$ cat src/rtl/uart_tx_fifo_if.sv
// Write-side bus of uart_tx_fifo: the byte producer's strobe and data plus the
// FIFO status returned to it.
//   wr_data  : byte to queue
//   wr_en    : write strobe, one byte per cycle while high
//   full     : FIFO holds DEPTH entries
//   empty    : FIFO holds 0 entries
//   count    : current occupancy, $clog2(DEPTH)+1 bits
//   overflow : sticky, a write was attempted while full
// master = byte producer, slave = uart_tx_fifo.
interface uart_tx_fifo_if #(
  parameter int unsigned DEPTH = 16
);
  localparam int unsigned CntW = $clog2(DEPTH) + 1;

  logic [7:0]      wr_data;
  logic            wr_en;
  logic            full;
  logic            empty;
  logic [CntW-1:0] count;
  logic            overflow;

  modport master (
    output wr_data,
    output wr_en,
    input  full,
    input  empty,
    input  count,
    input  overflow
  );

  modport slave (
    input  wr_data,
    input  wr_en,
    output full,
    output empty,
    output count,
    output overflow
  );
endinterface

$ cat src/rtl/uart_tx_fifo.sv
// Buffered UART transmitter. Bytes written through wr_if are queued in a
// DEPTH-entry FIFO and sent on TX as frames of start, 8 data bits LSB first,
// optional parity and one stop bit. A new frame is popped on the last stop
// cycle when data is waiting, so bursts go out with no idle gap.
// Ports:
//   CLK   : system clock, rising edge
//   RST_N : asynchronous active-low reset
//   wr_if : write-side bus (slave modport), see uart_tx_fifo_if
//   TX    : registered serial output, idle high
//   busy  : serialiser not idle
module uart_tx_fifo #(
  parameter int unsigned CLK_MHZ = 12,
  parameter int unsigned BAUD    = 9600,
  parameter logic [1:0]  PARITY  = 2'b00,
  parameter int unsigned DEPTH   = 16
) (
  input  logic          CLK,
  input  logic          RST_N,
  uart_tx_fifo_if.slave wr_if,
  output logic          TX,
  output logic          busy
);

  localparam int unsigned Div       = (CLK_MHZ * 1_000_000) / BAUD;
  localparam int unsigned TimerW    = $clog2(Div);
  localparam int unsigned PtrW      = $clog2(DEPTH);
  localparam int unsigned CntW      = PtrW + 1;
  localparam bit          HasParity = (PARITY == 2'b01) || (PARITY == 2'b10);
  localparam logic [TimerW-1:0] Reload = TimerW'(Div - 1);

  typedef enum logic [2:0] {
    StIdle,
    StStart,
    StData,
    StParity,
    StStop
  } state_e;

  // FIFO storage and pointers
  logic [7:0]      mem_q [DEPTH];
  logic [PtrW-1:0] wr_ptr_q, wr_ptr_d;
  logic [PtrW-1:0] rd_ptr_q, rd_ptr_d;
  logic [CntW-1:0] count_q, count_d;
  logic            overflow_q, overflow_d;
  logic            full, empty;
  logic            wr_accept;
  logic            pop;

  // Serialiser
  state_e            state_q, state_d;
  logic [TimerW-1:0] timer_q, timer_d;
  logic [2:0]        bit_cnt_q, bit_cnt_d;
  logic [7:0]        shift_q, shift_d;
  logic              par_q, par_d;
  logic              tx_q, tx_d;
  logic [7:0]        head;
  logic              head_par;
  logic              timer_done;

  // Status is derived from the registered count, so a pop on the same edge
  // cannot make room for a write while full.
  assign full      = (count_q == CntW'(DEPTH));
  assign empty     = (count_q == '0);
  assign wr_accept = wr_if.wr_en && !full;

  assign head     = mem_q[rd_ptr_q];
  // Odd mode inverts the even-parity XOR.
  assign head_par = (PARITY == 2'b01) ? ~(^head) : (^head);

  assign timer_done = (timer_q == '0);

  // ---------------------------------------------------------------------------
  // FIFO bookkeeping
  // ---------------------------------------------------------------------------
  always_comb begin
    wr_ptr_d   = wr_ptr_q;
    rd_ptr_d   = rd_ptr_q;
    count_d    = count_q;
    overflow_d = overflow_q | (wr_if.wr_en & full);

    if (wr_accept) begin
      wr_ptr_d = wr_ptr_q + PtrW'(1);
    end
    if (pop) begin
      rd_ptr_d = rd_ptr_q + PtrW'(1);
    end

    case ({wr_accept, pop})
      2'b10:   count_d = count_q + CntW'(1);
      2'b01:   count_d = count_q - CntW'(1);
      default: count_d = count_q;
    endcase
  end

  // Storage needs no reset: entries are only read after being written.
  always_ff @(posedge CLK) begin
    if (wr_accept) begin
      mem_q[wr_ptr_q] <= wr_if.wr_data;
    end
  end

  // ---------------------------------------------------------------------------
  // Serialiser next state
  // ---------------------------------------------------------------------------
  always_comb begin
    state_d   = state_q;
    timer_d   = timer_q;
    bit_cnt_d = bit_cnt_q;
    shift_d   = shift_q;
    par_d     = par_q;
    pop       = 1'b0;

    case (state_q)
      StIdle: begin
        if (!empty) begin
          pop       = 1'b1;
          shift_d   = head;
          par_d     = head_par;
          bit_cnt_d = 3'd0;
          timer_d   = Reload;
          state_d   = StStart;
        end
      end

      StStart: begin
        if (timer_done) begin
          timer_d = Reload;
          state_d = StData;
        end else begin
          timer_d = timer_q - TimerW'(1);
        end
      end

      StData: begin
        if (timer_done) begin
          timer_d = Reload;
          if (bit_cnt_q == 3'd7) begin
            state_d = HasParity ? StParity : StStop;
          end else begin
            shift_d   = shift_q >> 1;
            bit_cnt_d = bit_cnt_q + 3'd1;
          end
        end else begin
          timer_d = timer_q - TimerW'(1);
        end
      end

      StParity: begin
        if (timer_done) begin
          timer_d = Reload;
          state_d = StStop;
        end else begin
          timer_d = timer_q - TimerW'(1);
        end
      end

      StStop: begin
        if (timer_done) begin
          if (!empty) begin
            // Chain straight into the next start bit, no idle cycle.
            pop       = 1'b1;
            shift_d   = head;
            par_d     = head_par;
            bit_cnt_d = 3'd0;
            timer_d   = Reload;
            state_d   = StStart;
          end else begin
            state_d = StIdle;
          end
        end else begin
          timer_d = timer_q - TimerW'(1);
        end
      end

      default: state_d = StIdle;
    endcase
  end

  // TX is registered from the next state, so the line changes on the same edge
  // as the state and has no combinational path from wr_if.
  always_comb begin
    tx_d = 1'b1;
    case (state_d)
      StStart:  tx_d = 1'b0;
      StData:   tx_d = shift_d[0];
      StParity: tx_d = par_q;
      default:  tx_d = 1'b1;
    endcase
  end

  // ---------------------------------------------------------------------------
  // State registers
  // ---------------------------------------------------------------------------
  always_ff @(posedge CLK or negedge RST_N) begin
    if (!RST_N) begin
      wr_ptr_q   <= '0;
      rd_ptr_q   <= '0;
      count_q    <= '0;
      overflow_q <= 1'b0;
      state_q    <= StIdle;
      timer_q    <= '0;
      bit_cnt_q  <= 3'd0;
      shift_q    <= 8'h00;
      par_q      <= 1'b0;
      tx_q       <= 1'b1;
    end else begin
      wr_ptr_q   <= wr_ptr_d;
      rd_ptr_q   <= rd_ptr_d;
      count_q    <= count_d;
      overflow_q <= overflow_d;
      state_q    <= state_d;
      timer_q    <= timer_d;
      bit_cnt_q  <= bit_cnt_d;
      shift_q    <= shift_d;
      par_q      <= par_d;
      tx_q       <= tx_d;
    end
  end

  assign TX             = tx_q;
  assign busy           = (state_q != StIdle);
  assign wr_if.full     = full;
  assign wr_if.empty    = empty;
  assign wr_if.count    = count_q;
  assign wr_if.overflow = overflow_q;

endmodule

$ cat src/flat_wrapper.sv
// flat-port wrapper written by rule: the top's interface ports become plain ports
module uart_tx_fifo_flat 
#(
  parameter int unsigned CLK_MHZ = 12,
  parameter int unsigned BAUD    = 9600,
  parameter logic [1:0]  PARITY  = 2'b00,
  parameter int unsigned DEPTH   = 16
)
  (CLK, RST_N, TX, busy, wr_if_wr_data, wr_if_wr_en, wr_if_full, wr_if_empty, wr_if_count, wr_if_overflow);
  uart_tx_fifo_if #(.DEPTH(DEPTH)) wr_if_i ();
  input  logic CLK;
  input  logic RST_N;
  output logic TX;
  output logic busy;
  input wire logic [$bits(wr_if_i.wr_data)-1:0] wr_if_wr_data;
  input wire logic [$bits(wr_if_i.wr_en)-1:0] wr_if_wr_en;
  output wire logic [$bits(wr_if_i.full)-1:0] wr_if_full;
  output wire logic [$bits(wr_if_i.empty)-1:0] wr_if_empty;
  output wire logic [$bits(wr_if_i.count)-1:0] wr_if_count;
  output wire logic [$bits(wr_if_i.overflow)-1:0] wr_if_overflow;
  assign wr_if_i.wr_data = wr_if_wr_data;
  assign wr_if_i.wr_en = wr_if_wr_en;
  assign wr_if_full = wr_if_i.full;
  assign wr_if_empty = wr_if_i.empty;
  assign wr_if_count = wr_if_i.count;
  assign wr_if_overflow = wr_if_i.overflow;
  uart_tx_fifo #(.CLK_MHZ(CLK_MHZ), .BAUD(BAUD), .PARITY(PARITY), .DEPTH(DEPTH)) u_core (.CLK(CLK), .RST_N(RST_N), .wr_if(wr_if_i), .TX(TX), .busy(busy));
endmodule
$ cat config.mk
export PLATFORM = sky130hd
export DESIGN_NAME = uart_tx_fifo_flat
export DESIGN_NICKNAME = d
export VERILOG_FILES = /design/src/rtl/uart_tx_fifo_if.sv /design/src/rtl/uart_tx_fifo.sv /design/src/flat_wrapper.sv
export SDC_FILE = /design/constraint.sdc
export NUM_CORES = 1
export LEC_CHECK = 0
export BUFFER_PORTS_ARGS = -buffer_cell sky130_fd_sc_hd__clkbuf_2
export CORE_MARGIN = 5
export CORE_UTILIZATION = 62
export CTS_CLUSTER_DIAMETER = 80
export DETAILED_ROUTE_END_ITERATION = 10
export GPL_TIMING_DRIVEN = 0
export PLACE_DENSITY = 0.79
export SLEW_MARGIN = 20
export SYNTH_ARGS = -nofsm -noshare
export SYNTH_HDL_FRONTEND = slang
export SYNTH_SLANG_ARGS = --single-unit
$ cat constraint.sdc
create_clock -name CLK -period 4.1 [get_ports CLK]
set_input_delay 0.615 -clock CLK [delete_from_list [all_inputs] [get_ports CLK]]
set_output_delay 0.615 -clock CLK [all_outputs]
set_load 0.01 [all_outputs]
==> flow_metrics.env <==
export IMPL_min_path_type="in2async"
export IMPL_fp_dieH_um=119
export IMPL_rsz0062_at_grt="no"
export IMPL_num_vias=4517
export IMPL_fin_setup_tns_ns=0
export IMPL_grt_max_degree=42
export IMPL_relSlewSlack=0.394
export IMPL_grt_pass1_wl_um=24400
export IMPL_leakage_uw=0.00295
export IMPL_synth_top_area_frac=0.519
export IMPL_rows=40
export IMPL_clock_path_buffers=2
export IMPL_place_gp_congestion=0.888
export IMPL_port_buffers=20
export IMPL_grt_ovfl_total=0
export IMPL_clkSinkCount=169
export IMPL_synth_seq_cells=169
export IMPL_multiInputGateArea_um2=2380
export IMPL_synth_nets=515
export IMPL_die_area_um2=14200
export IMPL_wl_per_cell_um=22.4
export IMPL_drc_errors=0
export IMPL_hold_viol_final=0
export IMPL_tritoncts="built"
export IMPL_start_kind="flip-flop"
export IMPL_powerDensity_nw_per_um2=494
export IMPL_cap_violations=0
export IMPL_start_util=0.624
export IMPL_hold_slack_ns=0.182
export IMPL_r2r_cells=19
export IMPL_drtPass1Iterations=5
export IMPL_fin_crit_ns=3.77
export IMPL_synth_area_leader_cell="edfxtp_1"
export IMPL_via_per_inst=6.52
export IMPL_synth_edf_count=128
export IMPL_critPathArrivalTime_ns=4.11
export IMPL_grt_pass1_vias=4499
export IMPL_async_flop_share=0.243
export IMPL_drtIter0Drc=438
export IMPL_outcome="finished clean"
export IMPL_max_slew_worst_pin_slew_ns=0.907
export IMPL_cts_root_buffer="clkbuf_16"
export IMPL_timing_final_crit_share=0.919
export IMPL_insertion_delay_ns=0.43
export IMPL_drt_wl_total_um=15500
export IMPL_synth_cells=492
export IMPL_syn_avg_cell_area_um2=15.0
export IMPL_worstPathRequired_ns=4.44
export IMPL_synth_ff_type="edfxtp_1"
export IMPL_ctsHoldBuffers=0
export IMPL_num_antenna_cells=0
export IMPL_skew_ns=0.00912
export IMPL_ir_worst_vdd_mv=0.408
export IMPL_ff_latch_area_um2=4870
export IMPL_final_nets=557
export IMPL_die_width_um=119
export IMPL_maxSlewViolCount=0
export IMPL_fillers=768
export IMPL_place_ws_ns=-0.0908
export IMPL_synth_area_leaders="edfxtp_1 52%, dfrtp_1 14%, mux4_2 9.7%"
export IMPL_grt_util_all_layers=0.231
export IMPL_finalWorstSetupSlack_ns=0.330
export IMPL_core_area_um2=11900
export IMPL_final_core_util=0.698
export IMPL_ant_nets=0
export IMPL_setup_viol_count_final=0
export IMPL_fmax_mhz=265
export IMPL_synth_distinct_cells=55
export IMPL_antenna_found_initial=0
export IMPL_num_io_pins=21
export IMPL_seq_area_frac_synth=0.658
export IMPL_cp_end_kind="flip-flop"
export IMPL_drive_gt1_frac=0.205
export IMPL_worstSetupPathType="reg2reg"
export IMPL_yosys_warnings=0
export IMPL_htree_num_levels=4
export IMPL_numCtsBuffers=17
export IMPL_syn_area_um2=7400
export IMPL_hpwlAfterDp_um=9650
export IMPL_path_clk_slew_ns=0.06
export IMPL_critPathMaxFanout=10
export IMPL_syn_to_final_growth_pct=11.9
through the flow:
stage          cell area [um^2]  total power, uW  cells
6_report                   8280             4090    693
5_1_grt                    8280             4240    693
3_3_place_gp               7680             2590    659
2_1_floorplan              7400             2440    492
3_5_place_dp               7690             2630    659
4_1_cts                    8230             4090    690
state kept, by name (all words and copies together) (netlist names), 3 cells and up:
signal,cells
u_core.timer_q,11
u_core.bit_cnt_q,3
u_core.rd_ptr_q,4
u_core.wr_if.count,5
u_core.wr_ptr_q,4
u_core.state_q,3
u_core.mem_q,128
u_core.shift_q,8
kinds of logic after synthesis:
kind of cell,synth area share
flops,0.658
simple gates,0.0832
compound gates,0.0857
buf+inv,0.0240
mux,0.103
xor+xnor,0.0237
fa+ha+maj,0.0216
metal layers:
layer  vias up  routed length (um)  track usage
li1       1995                   -            -
met1      2250                6190        0.313
met2       219                7670        0.359
met3        53                1040       0.0508
met4         0                 593        0.111
met5         -                   0            0
power by group:
group	internal (uW)	total [uW]	switching, uW
Clock	829	1460	636
Sequential	2030	2110	82.4
Combinational	184	514	329
path summary, 6_finish.rpt:
check / startpoint / to / slack (ns)
worst max-delay path: u_core.timer_q[0]$_DFFE_PN0P_ / u_core.wr_if.count[4]$_DFFE_PN0P_ / 0.33
worst min-delay path: RST_N / u_core.timer_q[6]$_DFFE_PN0P_ / 0.18
worst max register to register: u_core.timer_q[0]$_DFFE_PN0P_ / u_core.wr_if.count[4]$_DFFE_PN0P_ / 0.33
worst min register to register: u_core.wr_if.overflow$_DFF_PN0_ / u_core.wr_if.overflow$_DFF_PN0_ / 0.47
max in group asynchronous: RST_N / u_core.timer_q[0]$_DFFE_PN0P_ / 3.52
min in group CLK: wr_if_wr_en / u_core.wr_if.overflow$_DFF_PN0_ / 0.41
layout make-up:
| class | count | area share |
|---|---|---|
| plain buffers | 26 | 0.0169 |
| clock buffers | 19 | 0.0523 |
| clock inverters | 12 | 0.0121 |
| inverters | 11 | 0.00529 |
| multi-input cells | 286 | 0.288 |
| flip-flops and latches | 169 | 0.588 |
| well taps | 147 | 0.0222 |
| repair buffers | 23 | 0.0151 |
placed cells by master, fill, tap and decap left out, drive strengths merged, types with 2 or more instances in the layout:
master / synthesis / final
nor2: 49 / 49
dfrtp: 40 / 40
o21ai: 16 / 16
nand4: 3 / 3
xnor2: 13 / 13
a21oi: 16 / 16
ha: 12 / 12
xor2: 7 / 7
a22o: 9 / 9
nand3: 3 / 3
a31oi: 3 / 3
nor2b: 3 / 3
and2: 2 / 2
inv: 11 / 15
nor3: 11 / 11
mux4: 32 / 32
nor4: 5 / 5
a21o: 4 / 4
o31ai: 2 / 2
clkbuf: 13 / 50
o211ai: 5 / 5
a221oi: 9 / 9
nand2: 34 / 34
a22oi: 7 / 7
o311ai: 2 / 2
edfxtp: 128 / 128
nand2b: 6 / 6
mux2: 4 / 4
a221o: 7 / 7
o32ai: 2 / 2
o22ai: 2 / 2
clkinv: 0 / 6
buf: 13 / 18
or2: 3 / 3
synth_stat cells (2+ instances only):
cell	count
clkbuf_1	13
o311ai_0	2
ha_1	12
or2_2	3
o32ai_1	2
mux2_2	4
nand3_1	3
a21oi_1	16
buf_1	3
nor2b_1	3
xnor2_1	13
and2_1	2
nand2_1	34
a22o_1	9
dfrtp_1	40
a21o_1	4
o211ai_1	5
nor4_1	4
nand2b_1	6
a221o_1	7
edfxtp_1	128
nor3_1	10
a22oi_1	7
o31ai_1	2
nor2_1	49
buf_2	4
o22ai_1	2
inv_1	11
mux4_2	32
xor2_1	7
buf_4	3
a31oi_1	3
buf_6	3
o21ai_0	15
a221oi_1	9
nand4_1	3
critical path: stages (launching register included):
cell and delay [ns]:
dfrtp_2 0.44, inv_1 0.07, ha_1 0.18, or3b_1 0.34, buf_2 0.17, or4b_4 0.54, buf_6 0.16, nand2_2 0.11
nand2_4 0.09, inv_4 0.10, ha_1 0.17, buf_4 0.17, xor2_1 0.16, ha_2 0.20, o21ai_0 0.08, a21oi_1 0.15
a21oi_1 0.11, xor2_1 0.15, nor2_1 0.11, xor2_1 0.18
what timing repair did:
action | 4_1_cts | 5_1_grt
hold endpoints to repair | 0 | 0
resized for setup | 1 | 10
pin swaps | 0 | 1
setup endpoints to repair | 1 | 1
buffers inserted | 0 | 3
gates cloned | 0 | 0
No activity file was read; power rests on OpenSTA's default activity.
